File: src/rtl/midi_out_arbiter.sv
// midi_out_arbiter: round-robin arbiter sharing one MIDI sender among NUM_SRC sources, with a panic sequencer
//   clk, rst (sync, active-low)
//   src_valid/src_rd              per-source FWFT handshake (src_rd is a one-cycle pop strobe)
//   src_cmd/src_ch/src_data1/2    packed per-source message fields
//   out_valid/out_rd/out_busy     one-entry output register handshake; out_busy blocks new grants
//   out_cmd/out_ch/out_data1/2    registered message fields
//   out_src/out_is_panic          origin of the held message
//   panic_req/panic_busy          start / progress of the all-channels Control Change sequence
`timescale 1ns/1ps
module midi_out_arbiter #(
    parameter int         NUM_SRC  = 2,
    parameter logic [6:0] PANIC_CC = 7'd123,
    parameter int         IDXW     = (NUM_SRC > 1) ? $clog2(NUM_SRC) : 1
) (
    input  logic                   clk,
    input  logic                   rst,
    input  logic [NUM_SRC-1:0]     src_valid,
    output logic [NUM_SRC-1:0]     src_rd,
    input  logic [4*NUM_SRC-1:0]   src_cmd,
    input  logic [4*NUM_SRC-1:0]   src_ch,
    input  logic [7*NUM_SRC-1:0]   src_data1,
    input  logic [7*NUM_SRC-1:0]   src_data2,
    output logic                   out_valid,
    input  logic                   out_rd,
    input  logic                   out_busy,
    output logic [3:0]             out_cmd,
    output logic [3:0]             out_ch,
    output logic [6:0]             out_data1,
    output logic [6:0]             out_data2,
    output logic [IDXW-1:0]        out_src,
    output logic                   out_is_panic,
    input  logic                   panic_req,
    output logic                   panic_busy
);
    localparam logic [IDXW-1:0] LAST = IDXW'(NUM_SRC - 1);

    typedef enum logic {IDLE, FULL} state_t;

    state_t            state_q, state_d;
    logic [IDXW-1:0]   rr_q, rr_d, src_q, src_d;
    logic [3:0]        cmd_q, cmd_d, ch_q, ch_d, pch_q, pch_d;
    logic [6:0]        d1_q, d1_d, d2_q, d2_d;
    logic              ispan_q, ispan_d, pend_q, pend_d, pbusy_q, pbusy_d;
    logic [NUM_SRC-1:0] rd_d;
    logic [IDXW-1:0]   win, idx;
    logic              found;

    logic [3:0] cmd_a [NUM_SRC];
    logic [3:0] ch_a  [NUM_SRC];
    logic [6:0] d1_a  [NUM_SRC];
    logic [6:0] d2_a  [NUM_SRC];

    for (genvar g = 0; g < NUM_SRC; g++) begin : g_unpack
        assign cmd_a[g] = src_cmd[4*g+3:4*g];
        assign ch_a[g]  = src_ch[4*g+3:4*g];
        assign d1_a[g]  = src_data1[7*g+6:7*g];
        assign d2_a[g]  = src_data2[7*g+6:7*g];
    end

    // First valid source scanning upward from the RR pointer, wrapping at NUM_SRC.
    always_comb begin
        win   = rr_q;
        found = 1'b0;
        idx   = rr_q;
        for (int k = 0; k < NUM_SRC; k++) begin
            if (!found && src_valid[idx]) begin
                win   = idx;
                found = 1'b1;
            end
            idx = (idx == LAST) ? '0 : idx + 1'b1;
        end
    end

    always_comb begin
        state_d = state_q;
        rr_d    = rr_q;
        src_d   = src_q;
        cmd_d   = cmd_q;
        ch_d    = ch_q;
        d1_d    = d1_q;
        d2_d    = d2_q;
        ispan_d = ispan_q;
        pch_d   = pch_q;
        pend_d  = pend_q;
        pbusy_d = pbusy_q;
        rd_d    = '0;
        // A request while a sequence is pending or running is dropped; there is no restart.
        if (panic_req && !pbusy_q) begin
            pend_d  = 1'b1;
            pbusy_d = 1'b1;
        end
        if (state_q == IDLE) begin
            if (!out_busy && pend_q) begin
                cmd_d   = 4'hB;
                ch_d    = pch_q;
                d1_d    = PANIC_CC;
                d2_d    = '0;
                src_d   = '0;
                ispan_d = 1'b1;
                pch_d   = pch_q + 4'd1;
                pend_d  = (pch_q != 4'hF);
                state_d = FULL;
            end else if (!out_busy && !pbusy_q && found) begin
                rd_d[win] = 1'b1;
                cmd_d     = cmd_a[win];
                ch_d      = ch_a[win];
                d1_d      = d1_a[win];
                d2_d      = d2_a[win];
                src_d     = win;
                ispan_d   = 1'b0;
                rr_d      = (win == LAST) ? '0 : win + 1'b1;
                state_d   = FULL;
            end
        end else if (out_rd) begin
            state_d = IDLE;
            // The sequence is finished once its channel-15 message leaves the register.
            if (ispan_q && ch_q == 4'hF) pbusy_d = 1'b0;
        end
    end

    always_ff @(posedge clk) begin
        if (!rst) begin
            state_q <= IDLE;
            rr_q    <= '0;
            src_q   <= '0;
            cmd_q   <= '0;
            ch_q    <= '0;
            d1_q    <= '0;
            d2_q    <= '0;
            ispan_q <= 1'b0;
            pch_q   <= '0;
            pend_q  <= 1'b0;
            pbusy_q <= 1'b0;
        end else begin
            state_q <= state_d;
            rr_q    <= rr_d;
            src_q   <= src_d;
            cmd_q   <= cmd_d;
            ch_q    <= ch_d;
            d1_q    <= d1_d;
            d2_q    <= d2_d;
            ispan_q <= ispan_d;
            pch_q   <= pch_d;
            pend_q  <= pend_d;
            pbusy_q <= pbusy_d;
        end
    end

    assign src_rd       = rst ? rd_d : '0;
    assign out_valid    = (state_q == FULL);
    assign out_cmd      = cmd_q;
    assign out_ch       = ch_q;
    assign out_data1    = d1_q;
    assign out_data2    = d2_q;
    assign out_src      = src_q;
    assign out_is_panic = ispan_q;
    assign panic_busy   = pbusy_q;
endmodule

File: config.mk
export PLATFORM = sky130hd
export DESIGN_NAME = midi_out_arbiter
export DESIGN_NICKNAME = d
export VERILOG_FILES = /design/src/rtl/midi_out_arbiter.sv
export SDC_FILE = /design/constraint.sdc
export NUM_CORES = 1
export LEC_CHECK = 0
export BUFFER_PORTS_ARGS = -buffer_cell sky130_fd_sc_hd__buf_2
export CORE_UTILIZATION = 44
export DETAILED_ROUTE_END_ITERATION = 6
export PLACE_DENSITY = 0.82
export SLEW_MARGIN = 20
export SYNTH_ARGS = -nofsm -noshare
export SYNTH_HDL_FRONTEND = slang
export SYNTH_SLANG_ARGS = --single-unit
File: constraint.sdc
create_clock -name clk -period 3.4 [get_ports clk]
set_clock_uncertainty 0.15 [all_clocks]
set_input_delay 0.17 -clock clk [delete_from_list [all_inputs] [get_ports clk]]
set_output_delay 0.17 -clock clk [all_outputs]
set_load 0.01 [all_outputs]
==> summary.txt <==
Outcome
  – Outcome: complete, no violations

Logic synthesis
  – Synth area leaders: dfxtp_1, a221o_1, o22ai_1, o21ai_0, and3_1
  – Synth warn: 0
  – Post-synth top area share: 46.0%
  – Largest family of logic cells by synthesized area: compound AO/OA/AOI/OAI gates
  – Post-synthesis simple-gate area fraction: 16.8%
  – Post-Syn Instances: 140
  – Post-synth EDFFs: 0
  – FFs w/ async S/R, synth: 0%
  – Most frequent cell after synthesis: dfxtp_1
  – Post-Synth Adder-Cell Area: 1.71%
  – Syn_area_per_cell: 9.95 µm²
  – Mapped Area: 1390 µm²
  – Yosys reg bits: 32
  – Sequential area share after synthesis: 46.0%
  – Synth unique cells: 43
  – Ys flop type: dfxtp_1
  – Syn nets: 192
  – Multiplexer share of the synthesized area: 2.16%
  – Post-synthesis xor/xnor area fraction: 1.89%
  – Synth Area in Compound Gates: 27.9%
  – Top cells by count, synth: dfxtp_1, o21ai_0, nor2_1, o22ai_1
  – Area leader, netlist: dfxtp_1

Layout
  – Area of the multi-input gates: 702 µm²
  – Filler cells: 235
  – Register area: 641 µm²
  – Design Area, Final: 2250 µm²
  – Final nets: 311
  – Layout Utilization: 74.4%
  – Ant. Diodes: 0
  – Area growth syn-to-layout: 61.7%
  – Fraction of layout cells with a size suffix above 1: 35.5%

Clock tree
  – Total CTS buffers: 5
  – Worst-Skew Late Latency: 0.33 ns
  – H-Tree Depth: 2
  – Setup bufs post-CTS: 0
  – Hold buffers post-CTS: 40
  – Root buf cell: clkbuf_4
  – Longest Clk Path Bufs: 2
  – Resized Gates After CTS: 0
  – Clock Pin Slew Worst Setup and Hold Paths: 0.10 ns
  – TritonCTS clock tree: built
  – CTS sink count: 32

Power and ir drop
  – Power density over cell area: 360 nW/µm²
  – Sw Share: 27.7%
  – Leak pwr: 1.09 nW
  – Net switching power figure: 0.000224 W
  – Comb pwr share: 23.7%
  – Clk pwr share: 24.5%
  – Int Power: 0.000586 W
  – Post-layout power: 0.000811 W
  – VDD IR max: 0.271 mV
  – Seq pwr share: 51.8%

Setup path
  – Crit-path max FO: 15
  – Startpoint Class: flip-flop
  – Slowest stage cell, crit path: o21ai_1
  – Crit path largest cell delay: 0.68 ns
  – Worst path cell trace: o21ba_2 > o21ai_1 > and3_1 > a221o_1 > dlygate4sd3_1
  – Critical path class: flip-flop to flip-flop
  – WP data required: 3.53 ns
  – CP endpoint kind: flip-flop
  – Data arrival, critical path: 2.62 ns

Place
  – Placed inst area: 1800 µm²
  – Gpl congestion: 0.813
  – Port Buffer Count: 78
  – Hpwl dp: 2530 µm

Route
  – Post-route ant nets: 0
  – First drt pass iteration count: 4
  – DR WL/cell: 13.7 µm
  – DR vias: 1,577
  – Post-Route WL: 4140 µm
  – Via density per instance: 5.20
  – DRT iter0 DRCs: 111
  – Met2 WL post-DR: 2150 µm
  – DRC Markers: 0
  – Met1 WL: 1680 µm
  – Top layer in use: met4
  – Met3 Routed Length: 237 µm

Die
  – Die Y: 58.3 µm
  – Die ar.: 3390 µm²
  – Initial core utilization: 46.0%
  – Top Ports: 79
  – Core Area: 3030 µm²
  – # rows: 20
  – Die Wd: 58.3 µm

Timing
  – Setup TNS: 0 ns
  – Clock period minus worst slack: 2.50 ns
  – Final Hold Fails: 0
  – Worst-Margin Slew: 0.860 ns
  – Final Max Tran Viols: 0
  – RSZ-0062 raised after global routing: no
  – Finish-stage setup viols: 0
  – Slew margin rel.: 42.2%
  – Max Clk Rate: 0.401 GHz
  – Fin crit share: 73.4%

Worst hold path
  – Hold crit path type: input pin to flip-flop

GRT
  – Gr usage total: 26.6%
  – First-pass GRT wire length: 6640 µm
  – Largest net degree at the start of global routing: 36
  – Vias in the first global route: 1,500
  – Number of antenna violations at the first check in global routing: 0
  – Grt ovf: 0

Run
  – Max Cap Viol: 0
-- placed cells by master (no fill, tap or decap), types with 2 or more instances in the layout --
cell / Yosys / layout
nand2_1: 2 / 2
a221o_1: 8 / 8
dlygate4sd3_1: 0 / 41
nor2b_1: 2 / 2
nand3_1: 4 / 4
o22ai_1: 9 / 9
and2_1: 3 / 3
buf_2: 1 / 78
a21boi_1: 3 / 3
nand4_1: 2 / 2
nor2_1: 10 / 10
o21ai_0: 11 / 11
a21oi_1: 3 / 3
and3_1: 8 / 8
clkbuf_4: 0 / 5
mux2i_1: 3 / 3
xnor2_1: 2 / 2
dfxtp_1: 32 / 32
a22oi_1: 6 / 6
and4_1: 2 / 2
-- routing by layer --
metal / track usage [%] / vias to the layer above
met3: 8.48 / 7
met2: 48.1 / 61
met4: 10.2 / 0
met1: 28.7 / 727
met5: 0 / -
li1: - / 782
-- area by class of cell --
cell class,instances,share of cell area (%)
Clock buffer,6,1.83
Clock inverter,1,0.222
Inverter,2,0.333
Multi-Input combinational cell,99,31.2
Sequential cell,32,28.4
Tap cell,44,2.44
Timing Repair Buffer,119,35.6
-- cell families (layout without fill, tap and decap cells) --
family,Yosys count,after routing
buf+inv,9,128
fa+ha+maj,2,2
xor+xnor,3,3
flops,32,32
mux,3,3
simple gates,40,40
compound gates,51,51
-- power by group through the flow --
stage	sequential (W)	clock (W)	combinational, W
after CTS	0.000419	0.000202	0.000188
after floorplan	0.000437	0	0.0000710
after global placement	0.000427	0	0.000143
after global routing	0.000424	0.000226	0.000210
after detailed placement	0.000428	0	0.000145
final	0.000420	0.000199	0.000192
-- registers in the layout, indices dropped and copies added, names as in the netlist --
register	cells
pend_q	1
out_is_panic	1
rr_q	1
out_valid	1
out_data1	7
out_data2	7
pch_q	4
panic_busy	1
out_cmd	4
out_src	1
out_ch	4
-- final timing paths --
check | from | endpoint | slack (ns) | depth (start not counted)
setup reg to reg | panic_busy$_SDFF_PN0_ | out_data2[5]$_SDFFE_PN0P_ | 0.90 | 5
hold / removal | src_ch[0] | out_ch[0]$_SDFFE_PN0P_ | 0.00007 | 3
setup / recovery | panic_busy$_SDFF_PN0_ | out_data2[5]$_SDFFE_PN0P_ | 0.90 | 5
hold reg to reg | out_cmd[2]$_SDFFE_PN0P_ | out_cmd[2]$_SDFFE_PN0P_ | 0.33 | 2
-- through the flow --
step | setup slack (ns) | hold WS (ns) | instances
floorplan | 1.75 | 0.158 | 140
global placement | 1.53 | 0.243 | 255
detailed placement | 1.48 | 0.248 | 255
CTS | 0.960 | 0.00183 | 302
global route | 0.630 | 0.00598 | 303
finish | 0.904 | 0.0000715 | 303
-- worst max-delay path: cells and delay by family, from the launching register on --
kind                   cells  cell delay, ns
buffers and inverters      1            0.55
AOI/OAI and AO/OA          3            1.03
and+or+nand+nor            1            0.25
DFF                        1            0.46
Note: power is estimated with default switching activity, not from simulation.
